[config.mk]
export PLATFORM = sky130hd
export DESIGN_NAME = vga_fb_arbiter
export DESIGN_NICKNAME = d
export VERILOG_FILES = /design/src/rtl/vga_fb_pkg.sv /design/src/rtl/vga_fb_pick.sv /design/src/rtl/vga_fb_arbiter.sv
export SDC_FILE = /design/constraint.sdc
export NUM_CORES = 1
export LEC_CHECK = 0
export ABC_CLOCK_PERIOD_IN_PS = 2330
export CORE_ASPECT_RATIO = 0.9
export CORE_MARGIN = 10
export CORE_UTILIZATION = 36
export CTS_CLUSTER_DIAMETER = 100
export DETAILED_ROUTE_END_ITERATION = 10
export PLACE_DENSITY_LB_ADDON = 0.2
export SLEW_MARGIN = 20
export SYNTH_ARGS = -nofsm -noshare
export SYNTH_HDL_FRONTEND = slang
export SYNTH_SLANG_ARGS = --single-unit
[constraint.sdc]
create_clock -name iCLK -period 2.33 [get_ports iCLK]
set_input_delay 0.233 -clock iCLK [delete_from_list [all_inputs] [get_ports iCLK]]
set_output_delay 0.233 -clock iCLK [all_outputs]
set_load 0.01 [all_outputs]
[src/rtl/vga_fb_pkg.sv]
// Shared state encoding and default sizing for the VGA frame-buffer arbiter.
package vga_fb_pkg;

   localparam int DATA_W_DEF = 16;
   localparam int ADDR_W_DEF = 22;
   localparam int BURST_DEF  = 8;

   typedef enum logic [1:0] {
      ST_IDLE = 2'd0,
      ST_RD   = 2'd1,
      ST_WR   = 2'd2
   } state_e;

   typedef enum logic {
      SIDE_RD = 1'b0,
      SIDE_WR = 1'b1
   } side_e;

endpackage

[src/rtl/vga_fb_pick.sv]
// Arbitration decision between the display reader and the capture writer.
module vga_fb_pick
   import vga_fb_pkg::*;
(
   input  logic  rd_req,
   input  logic  rd_urgent,
   input  logic  wr_req,
   input  side_e last_served,
   output logic  pick_rd,
   output logic  pick_wr
);

   always_comb begin
      pick_rd = 1'b0;
      pick_wr = 1'b0;
      // Urgent reads bypass fairness so the line buffer never underflows.
      if (rd_req && rd_urgent) begin
         pick_rd = 1'b1;
      end else if (rd_req && wr_req) begin
         if (last_served == SIDE_WR) begin
            pick_rd = 1'b1;
         end else begin
            pick_wr = 1'b1;
         end
      end else if (rd_req) begin
         pick_rd = 1'b1;
      end else if (wr_req) begin
         pick_wr = 1'b1;
      end
   end

endmodule

[src/rtl/vga_fb_arbiter.sv]
// Fixed-length burst arbiter sharing one frame-buffer port between the
// display reader and the capture writer.
//
//   state   | meaning
//   --------+-------------------------------------------------------------
//   ST_IDLE | no burst; requests sampled here, at least one cycle per gap
//   ST_RD   | read burst in flight, one word per iMEM_ACK
//   ST_WR   | write burst in flight, one word per iMEM_ACK
module vga_fb_arbiter
   import vga_fb_pkg::*;
#(
   parameter int DATA_W = DATA_W_DEF,
   parameter int ADDR_W = ADDR_W_DEF,
   parameter int BURST  = BURST_DEF
)(
   input  logic              iCLK,
   input  logic              iRST_N,
   input  logic              iRD_REQ,
   input  logic              iRD_URGENT,
   input  logic [ADDR_W-1:0] iRD_ADDR,
   output logic              oRD_GNT,
   output logic              oRD_DONE,
   output logic [DATA_W-1:0] oRD_DATA,
   output logic              oRD_VALID,
   input  logic              iWR_REQ,
   input  logic [ADDR_W-1:0] iWR_ADDR,
   input  logic [DATA_W-1:0] iWR_DATA,
   output logic              oWR_GNT,
   output logic              oWR_DONE,
   output logic              oWR_POP,
   output logic              oMEM_REQ,
   output logic              oMEM_WE,
   output logic [ADDR_W-1:0] oMEM_ADDR,
   output logic [DATA_W-1:0] oMEM_WDATA,
   input  logic              iMEM_ACK,
   input  logic [DATA_W-1:0] iMEM_RDATA
);

   localparam int                BEAT_W    = (BURST > 1) ? $clog2(BURST) : 1;
   localparam logic [BEAT_W-1:0] BEAT_LAST = BEAT_W'(BURST - 1);

   state_e              state_q, state_d;
   side_e               last_q, last_d;
   logic [ADDR_W-1:0]   base_q, base_d;
   logic [BEAT_W-1:0]   beat_q, beat_d;
   logic                rd_gnt_q, rd_gnt_d;
   logic                wr_gnt_q, wr_gnt_d;
   logic                rd_done_q, rd_done_d;
   logic                wr_done_q, wr_done_d;
   logic                rd_valid_q, rd_valid_d;
   logic [DATA_W-1:0]   rd_data_q, rd_data_d;

   logic                pick_rd;
   logic                pick_wr;
   logic                busy;
   logic                in_wr;

   vga_fb_pick u_pick (
      .rd_req      (iRD_REQ),
      .rd_urgent   (iRD_URGENT),
      .wr_req      (iWR_REQ),
      .last_served (last_q),
      .pick_rd     (pick_rd),
      .pick_wr     (pick_wr)
   );

   always_ff @(posedge iCLK or negedge iRST_N) begin
      if (!iRST_N) begin
         state_q    <= ST_IDLE;
         last_q     <= SIDE_WR;
         base_q     <= '0;
         beat_q     <= '0;
         rd_gnt_q   <= 1'b0;
         wr_gnt_q   <= 1'b0;
         rd_done_q  <= 1'b0;
         wr_done_q  <= 1'b0;
         rd_valid_q <= 1'b0;
         rd_data_q  <= '0;
      end else begin
         state_q    <= state_d;
         last_q     <= last_d;
         base_q     <= base_d;
         beat_q     <= beat_d;
         rd_gnt_q   <= rd_gnt_d;
         wr_gnt_q   <= wr_gnt_d;
         rd_done_q  <= rd_done_d;
         wr_done_q  <= wr_done_d;
         rd_valid_q <= rd_valid_d;
         rd_data_q  <= rd_data_d;
      end
   end

   always_comb begin
      state_d    = state_q;
      last_d     = last_q;
      base_d     = base_q;
      beat_d     = beat_q;
      rd_gnt_d   = 1'b0;
      wr_gnt_d   = 1'b0;
      rd_done_d  = 1'b0;
      wr_done_d  = 1'b0;
      rd_valid_d = 1'b0;
      rd_data_d  = rd_data_q;

      case (state_q)
         ST_IDLE: begin
            if (pick_rd) begin
               state_d  = ST_RD;
               base_d   = iRD_ADDR;
               beat_d   = '0;
               last_d   = SIDE_RD;
               rd_gnt_d = 1'b1;
            end else if (pick_wr) begin
               state_d  = ST_WR;
               base_d   = iWR_ADDR;
               beat_d   = '0;
               last_d   = SIDE_WR;
               wr_gnt_d = 1'b1;
            end
         end

         ST_RD: begin
            if (iMEM_ACK) begin
               rd_valid_d = 1'b1;
               rd_data_d  = iMEM_RDATA;
               beat_d     = beat_q + BEAT_W'(1);
               if (beat_q == BEAT_LAST) begin
                  state_d   = ST_IDLE;
                  rd_done_d = 1'b1;
               end
            end
         end

         ST_WR: begin
            if (iMEM_ACK) begin
               beat_d = beat_q + BEAT_W'(1);
               if (beat_q == BEAT_LAST) begin
                  state_d   = ST_IDLE;
                  wr_done_d = 1'b1;
               end
            end
         end

         default: begin
            state_d = ST_IDLE;
         end
      endcase
   end

   assign busy  = (state_q != ST_IDLE);
   assign in_wr = (state_q == ST_WR);

   // Address wraps modulo 2^ADDR_W through the natural truncation of the add.
   assign oMEM_REQ   = busy;
   assign oMEM_WE    = in_wr;
   assign oMEM_ADDR  = busy ? (base_q + ADDR_W'(beat_q)) : '0;
   assign oMEM_WDATA = in_wr ? iWR_DATA : '0;
   assign oWR_POP    = in_wr & iMEM_ACK;

   assign oRD_GNT    = rd_gnt_q;
   assign oRD_DONE   = rd_done_q;
   assign oRD_VALID  = rd_valid_q;
   assign oRD_DATA   = rd_data_q;
   assign oWR_GNT    = wr_gnt_q;
   assign oWR_DONE   = wr_done_q;

endmodule

# Word-level counts from Yosys, hierarchy flattened
# Cells that the tools add are included.
# word_totals
reg_bits	49
inputBits	82
output_inout_bits	62
wordCells	65
# op_classes
n_addsub	2
n_eq_ne	6
muxes	35
bitwise_logic	1
n_reduce_logical	11
# ops
operator	count
$mux W22	3
$add A22 B3 Y22	1
$mux W1	22
$mux W16	1
$mux W3	3
$mux W2	4
$pmux W3 S2	1
$reduce_and A3 Y1	2
$reduce_bool A2 Y1	3
$ne A2 B1 Y1 const B	2
$pmux W2 S2	1
$reduce_and A2 Y1	2
$add A3 B1 Y3 const B	1
$eq A3 B3 Y1 const B	1
$ne A3 B3 Y1 const B	1
$eq A2 B1 Y1 const B	1
$eq A2 B2 Y1 const B	1
$logic_and A1 B1 Y1	2
$logic_not A2 Y1	1
$reduce_or A2 Y1	1
$and A1 B1 Y1	1

# Longest topological paths before layout
# Gate-level depths: netlist of the first run.
# depth
ltp_word	7
mapped_depth	7
depth_no_buf	7

# Cells and area by module
# A second synthesis of the first run with hierarchy kept.
# unflattened
hier_cells	294
hier_area_um2	2817.7
# modules_own_cells
module	instances	cells_each	area_per_inst_um2	seq_area_each_um2
vga_fb_arbiter	1	290	2795.2	1227.4
vga_fb_pick	1	4	22.5	0.0

# Worst setup path before layout of the first run
# Ideal clock, no wire load.
# synth_path
kind	reg-to-output
start	register beat_q[0]
end	output oMEM_ADDR[14]
t_arrival_ns	2.094
t_required_ns	2.097
path_slack_ns	0.003
stages_incl_launch_ff	8
path_buffers	0
cell_sequence	dfrtp_1 ha_1 inv_1 fa_1 nand2b_1 a2111o_1 or3_1 a21oi_1
# synth_via
elab_chain_len	2
# synth_rtl
element	line_no	rtl
from (decl)	vga_fb_arbiter.sv:45	logic [BEAT_W-1:0] beat_q, beat_d;
from (signal assigned)	vga_fb_arbiter.sv:83	beat_q <= beat_d;
$add A22 B3 Y22	vga_fb_arbiter.sv:156	assign oMEM_ADDR = busy ? (base_q + ADDR_W'(beat_q)) : '0;
$mux W22	vga_fb_arbiter.sv:156	
to (decl)	vga_fb_arbiter.sv:33	output logic [ADDR_W-1:0] oMEM_ADDR,
# No other way between the ends.

# Worst setup path in the final report of the first run
# layout_path
start	register base_q[0]
end	output oMEM_ADDR[14]
# layout_via
elab_chain_len	2
# layout_rtl
element	line_no	rtl
from (decl)	vga_fb_arbiter.sv:44	logic [ADDR_W-1:0] base_q, base_d;
from (signal assigned)	vga_fb_arbiter.sv:82	base_q <= base_d;
$add A22 B3 Y22	vga_fb_arbiter.sv:156	
$mux W22	vga_fb_arbiter.sv:156	
# No other way between the ends.

==> results of run 1 <==
timing repair:
item,4_1_cts,5_1_grt
endpoints found under the setup margin,21,39
hold buffers,1,0
pin swaps,17,13
buffers inserted,12,8
resized for setup,105,16
hold endpoints to repair,13,0
cell families (layout without fill, tap and decap cells):
group	Yosys count	in the layout
and+or+nand+nor	93	93
AOI/OAI and AO/OA	64	64
DFF	49	49
muxes	40	40
buffers and inverters	26	219
adders and majority gates	9	9
xor gates and xnor gates	9	9
per-stage QoR:
stage          util, %  setup WS [ns]
4_1_cts           64.0         -0.483
2_1_floorplan        -        0.00304
5_1_grt           65.2         -0.566
3_5_place_dp      60.6         -0.659
6_report          65.2         -0.443
3_3_place_gp      60.6         -0.576
cell type report:
| cell class | count | area, um^2 | area share [%] |
|---|---|---|---|
| timing repair buffer | 197 | 1800 | 36.5 |
| clock inverter | 3 | 21.3 | 0.430 |
| tap | 96 | 120 | 2.43 |
| clock buffer | 5 | 68.8 | 1.39 |
| inverter | 14 | 52.6 | 1.06 |
| sequential | 49 | 1230 | 24.8 |
| multi-input combinational | 215 | 1650 | 33.3 |
routing by layer:
layer,vias up,GRT usage (%)
met4,0,3.53
met2,84,27.9
li1,1398,-
met3,8,5.48
met1,1353,16.7
met5,-,0
state kept, by name, summed over array words and instances, names as in the netlist:
signal     flops
oRD_VALID      1
base_q        22
oRD_DONE       1
beat_q         3
oWR_GNT        1
oRD_GNT        1
last_q         1
oWR_DONE       1
oRD_DATA      16
state_q        2
critical path, cell delays in order, from the launching register on:
cell	delay [ns]
dfrtp_1	0.36
ha_2	0.21
inv_2	0.04
fa_2	0.34
nand2b_4	0.16
a2111o_1	0.41
buf_6	0.15
or3_1	0.30
a21oi_1	0.14
buf_2	0.14
power groups by stage:
| stage | Sequential [uW] | Clock [uW] | Combinational, uW |
|---|---|---|---|
| after detailed placement | 1500 | 0 | 3130 |
| final | 1490 | 514 | 3220 |
| after CTS | 1500 | 533 | 3190 |
| after global routing | 1550 | 576 | 3540 |
| after floorplan | 1600 | 0 | 1330 |
| after global placement | 1480 | 0 | 3060 |
final timing paths:
| check | cells past startpoint | slack [ns] | endpoint |
|---|---|---|---|
| max | 9 | -0.44 | oMEM_ADDR[14] |
| min | 2 | 0.36 | base_q[21] |
| max reg2reg | 7 | 0.48 | state_q[0] |
| min reg2reg | 1 | 0.51 | oRD_DATA[8] |
| max in group asynchronous | 3 | 1.17 | last_q |
| min in group iCLK | 1 | 0.51 | oRD_DATA[8] |
layout by cell type, fill, tap and decap left out, types with 4 or more instances in the layout:
cell | netlist | routed
a21oi_1 | 13 | 7
a21oi_2 | 0 | 6
and2_1 | 18 | 18
buf_2 | 3 | 17
buf_4 | 0 | 41
buf_6 | 1 | 12
clkbuf_8 | 1 | 5
clkdlybuf4s50_1 | 0 | 121
dfrtp_1 | 48 | 48
inv_1 | 14 | 13
mux2_2 | 17 | 16
mux2i_1 | 23 | 23
nand2_1 | 30 | 30
nand3_1 | 7 | 6
nor2_1 | 16 | 16
o21ai_0 | 34 | 33
or3_1 | 7 | 4
or3_4 | 0 | 4
xnor2_1 | 6 | 5
==> summary.md, run 1 <==
| Metric | Value |
|---|---|
| Comb pwr share | `61.6%` |
| 1st-iter DRT viols | `65` |
| Number of top-level pins | `144` |
| Synthesized area | `0.00281 mm^2` |
| M1 WL | `3.65 mm` |
| Post-Syn Area per Cell | `9.70 um^2` |
| Core ar. | `0.00758 mm^2` |
| Clock tree root driver cell | `clkbuf_8` |
| Hold Slack | `0.359 ns` |
| Nets | `573` |
| DP HPWL | `7.31 mm` |
| Largest family of logic cells by synthesized area | `simple AND/OR/NAND/NOR gates` |
| Sw Share | `39.7%` |
| TritonCTS clock tree | `built` |
| Seq/Total Area, Yosys | `43.6%` |
| Grt ovf | `0` |
| Post-Layout Cell Count | `579` |
| Reg2reg start | `beat_q[1]` |
| Max Cap Viol | `0` |
| Clock power share | `9.8%` |
| Cell taking the most area after synthesis | `dfrtp_1` |
| CTS max path bufs | `2` |
| Routed len/inst | `16.2 um` |
| Drt total wl | `9.38 mm` |
| Synth Area in Compound Gates | `13.2%` |
| Placed instance count | `553` |
| Crit path DAT | `2.54 ns` |
| Pleak | `0.00217 uW` |
| # clock sinks | `49` |
| Cells after synthesis | `290` |
| Net Sw Power | `2080 uW` |
| Critical Path Start Type | `register` |
| Tmin final | `2.77 ns` |
| Initial antenna violation count | `0` |
| Critical Path RT | `2.10 ns` |
| Synth Area in Simple Gates | `16.9%` |
| Port Buffers | `143` |
| Xor/xnor cell area share of the yosys netlist | `2.80%` |
| Yosys warning total | `0` |
| Max FO, Critical Path | `5` |
| First-pass GRT wire length | `15.3 mm` |
| Post-synth EDFFs | `0` |
| Diodes inserted | `0` |
| Via Count | `2843` |
| Synth cell types | `41` |
| Worst Hold Class | `primary input to asynchronous set/reset pin` |
| Max Slew Vio Count | `0` |
| Max Clk Rate | `361 MHz` |
| Vias in the first global route | `3073` |
| Tot Pwr | `5230 uW` |
| Internal power | `3150 uW` |
| Post-Place Cell Area | `0.00459 mm^2` |
| Final Skew | `0.00471 ns` |
| Most common library cells after synthesis | `48 x dfrtp_1, 34 x o21ai_0, 30 x nand2_1, 23 x mux2i_1, 18 x and2_1` |
| Top-count cell post-synth | `dfrtp_1` |
| Pwr/cell area | `1060 mW/mm^2` |
| RSZ-0062 raised after global routing | `true` |
| Met2 wire len | `4.92 mm` |
| Inserted Clock Buffers | `5` |
| # setup viols final | `15` |
| Clk pin slew, worst setup/hold paths | `0.09 ns` |
| Post-Synth Adder-Cell Area | `4.27%` |
| # rows | `30` |
| Total track usage | `15.5%` |
| Least-Margin Pin Slew | `0.460 ns` |
| Crit path launch | `base_q[0]` |
| PnR worst setup slack | `-0.443 ns` |
| Final Hold Viols | `0` |
| Failing checks | `negative setup slack` |
| Fin Setup TNS | `-4.47 ns` |
| Die ar. | `0.0118 mm^2` |
| Crit. End Element | `output port` |
| Ys async rst share | `100%` |
| IR drop worst, VDD | `0.592 mV` |
| Clk_lat worst skew | `0.30 ns` |
| Drt drc | `0` |
| WS Path Type | `register to output port` |
| Share of the synthesized area in the top cell type | `42.7%` |
| Router iterations before antenna repair | `4` |
| Layout cells sized above 1 | `26.3%` |
| Fillers | `640` |
| Final Instance Area | `0.00494 mm^2` |
| Flops & latches, synth | `49` |
| Synth area leaders | `dfrtp_1 43%, mux2i_1 8.2%, mux2_2 6.8%` |
| Post-synthesis mux area share | `15.0%` |
| Tcrit/Tclk final | `119%` |
| Layout Area Growth over Synthesis | `75.6%` |
| Syn nets | `381` |
| Die width | `113 um` |
| Status | `finished with violations` |
| Die H | `104 um` |
| Post-DR vias/cell | `4.91` |
| Initial Util | `37.1%` |
| Max_slew headroom | `69.4%` |
| Wire length on met3 | `699 um` |
| Top_reg_cell synth | `dfrtp_1` |
| Final Wtd Congestion | `0.897` |
| Flop pwr share | `28.6%` |
| Largest net degree at the start of global routing | `45` |
| Top Layer Used | `met4` |
| H-tree Lvls | `2` |
| Routed Antenna Nets | `0` |
No activity file was read; power rests on OpenSTA's default activity.
==> run 2, diff against run 1 <==
--- a/config.mk
+++ b/config.mk
@@ -5,10 +5,10 @@
 export SDC_FILE = /design/constraint.sdc
 export NUM_CORES = 1
 export LEC_CHECK = 0
-export ABC_CLOCK_PERIOD_IN_PS = 2330
+export CAP_MARGIN = 20
 export CORE_ASPECT_RATIO = 0.9
 export CORE_MARGIN = 10
-export CORE_UTILIZATION = 36
+export CORE_UTILIZATION = 40
 export CTS_CLUSTER_DIAMETER = 100
 export DETAILED_ROUTE_END_ITERATION = 10
 export PLACE_DENSITY_LB_ADDON = 0.2
==> constraint.sdc (replaced) <==
create_clock -name iCLK -period 3.6 [get_ports iCLK]
set_input_delay 0.36 -clock iCLK [delete_from_list [all_inputs] [get_ports iCLK]]
set_output_delay 0.36 -clock iCLK [all_outputs]
set_load 0.01 [all_outputs]
==> summary.md, run 2 (synthesis results as in run 1) <==
| Metric | Value |
|---|---|
| Max_slew headroom | `53.9%` |
| Max FO, Critical Path | `8` |
| Cts hold-fix bufs | `0` |
| First-pass GRT wire length | `13.4 mm` |
| Setup repair bufs after CTS | `0` |
| Clock tree root driver cell | `clkbuf_8` |
| Comb pwr share | `55.5%` |
| Crit. End Element | `output port` |
| Commonest non-fill, non-tap cell in the layout | `clkdlybuf4s50_1` |
| CP top delay family | `compound AO/OA/AOI/OAI gates` |
| Commonest cells after routing, fill and taps aside | `141 x clkdlybuf4s50_1, 48 x dfrtp_1, 34 x o21ai_0` |
| FF-to-FF path depth | `6` |
| Clock power share | `11.3%` |
| R2R Path End | `beat_q[1]` |
| Biggest register | `base_q` |
| Max Clk Rate | `295 MHz` |
| Total track usage | `15.2%` |
| Clk_lat worst skew | `0.29 ns` |
| Core ar. | `0.00669 mm^2` |
| Reg2reg start | `state_q[0]` |
| Clk pin slew, worst setup/hold paths | `0.08 ns` |
| Die width | `108 um` |
| Max Slew Vio Count | `0` |
| Net Sw Power | `1190 uW` |
| Initial antenna violation count | `0` |
| Layout cells sized above 1 | `7.87%` |
| Layout Area Growth over Synthesis | `57.5%` |
| Drt drc | `0` |
| Pleak | `0.00186 uW` |
| Post-DR vias/cell | `4.97` |
| Final Instance Area | `0.00443 mm^2` |
| WP depth | `8` |
| Die H | `99.6 um` |
| 1st-iter DRT viols | `64` |
| Die ar. | `0.0108 mm^2` |
| IR drop worst, VDD | `0.438 mV` |
| Crit path DAT | `3.02 ns` |
| Final Skew | `0.00337 ns` |
| Fillers | `536` |
| Critical Path RT | `3.24 ns` |
| CTS max path bufs | `2` |
| # clock sinks | `49` |
| Router iterations before antenna repair | `4` |
| Fin Setup TNS | `0 ns` |
| Routed len/inst | `16.2 um` |
| Max Cap Viol | `0` |
| RSZ-0062 raised after global routing | `false` |
| WS Path Type | `register to output port` |
| CP max stage delay | `0.56 ns` |
| Status | `completed` |
| Port Buffers | `143` |
| Drt total wl | `8.44 mm` |
| Final Wtd Congestion | `0.847` |
| Inserted Clock Buffers | `5` |
| Largest register FFs | `22` |
| Flop pwr share | `33.2%` |
| Sw Share | `38.6%` |
| Routed Antenna Nets | `0` |
| R2R setup slack | `1.69 ns` |
| Final Hold Viols | `0` |
| Nets | `522` |
| Number of top-level pins | `144` |
| Vias in the first global route | `2678` |
| H-tree Lvls | `2` |
| Critical path's slowest cell | `clkdlybuf4s50_1` |
| Tcrit/Tclk final | `94.0%` |
| # setup viols final | `0` |
| Diodes inserted | `0` |
| Post-Place Cell Area | `0.00433 mm^2` |
| DP HPWL | `6.87 mm` |
| Worst Hold Class | `primary input to asynchronous set/reset pin` |
| Via Count | `2596` |
| CP Buf/Inv Count | `2` |
| Crit-path cells | `ha_1, inv_1, fa_1, nand2b_1, a2111o_1, or3_1, a21oi_1, clkdlybuf4s50_1` |
| Tmin final | `3.38 ns` |
| Grt ovf | `0` |
| # rows | `28` |
| Internal power | `1900 uW` |
| Least-Margin Pin Slew | `0.690 ns` |
| Finished Core Util | `66.2%` |
| Critical Path Start Type | `register` |
| TritonCTS clock tree | `built` |
| Tot Pwr | `3090 uW` |
| Pwr/cell area | `698 mW/mm^2` |
| Largest net degree at the start of global routing | `50` |
| Initial Util | `42.1%` |
-- run 2: worst max-delay path by stage --
stage | start | endpoint | slack (ns)
2_1_floorplan | beat_q[0] | oMEM_ADDR[14] | 1.15
3_3_place_gp | beat_q[0] | oMEM_ADDR[16] | 0.55
3_5_place_dp | beat_q[0] | oMEM_ADDR[14] | 0.44
4_1_cts | beat_q[0] | oMEM_ADDR[14] | 0.09
5_1_grt | beat_q[0] | oMEM_ADDR[16] | 0.04
6_report | beat_q[0] | oMEM_ADDR[16] | 0.22
-- run 2: per-layer routing --
metal  GRT usage (%)  wire (um)  vias to the layer above
li1                -          -                     1295
met1            16.7       3350                     1215
met2            26.3       4160                       82
met3            7.16        888                        4
met4            3.04         39                        0
met5               0          0                        -
-- run 2: cell type report --
type,count,area (um^2),area share [%]
clock buffer,7,96.3,2.17
clock inverter,1,5.00,0.113
inverter,14,52.6,1.19
multi-input combinational,215,1490,33.5
sequential,49,1230,27.7
tap,90,113,2.54
timing repair buffer,146,1450,32.8
-- run 2: what timing repair did --
item / in CTS / in global routing
hold endpoints to repair: 0 / 0
resized for setup: 0 / 1
endpoints found under the setup margin: 0 / 2
-- run 2: power by group through the flow --
| stage | Combinational (uW) | Clock, uW | Sequential [uW] |
|---|---|---|---|
| finish | 1720 | 349 | 1030 |
| CTS | 1750 | 363 | 1030 |
| global placement | 1700 | 0 | 1020 |
| floorplan | 861 | 0 | 1030 |
| detailed placement | 1740 | 0 | 1040 |
| global route | 1890 | 386 | 1070 |
-- run 2: per-stage QoR --
step | setup slack (ns) | hold WS (ns) | cells
2_1_floorplan | 1.15 | 0.0644 | 290
3_3_place_gp | 0.546 | 0.483 | 514
3_5_place_dp | 0.435 | 0.485 | 514
4_1_cts | 0.0941 | 0.307 | 522
5_1_grt | 0.0406 | 0.108 | 522
6_report | 0.215 | 0.0672 | 522
-- run 2: worst reg2reg max path: cells and delay by family, from the launching register on --
family	cells	cell delay, ns
AO/OA/AOI/OAI	2	0.43
adder cells (fa/ha/maj)	1	0.61
AND/OR/NAND/NOR	1	0.11
buffers and inverters	1	0.11
flip-flops	1	0.41
multiplexers	1	0.16
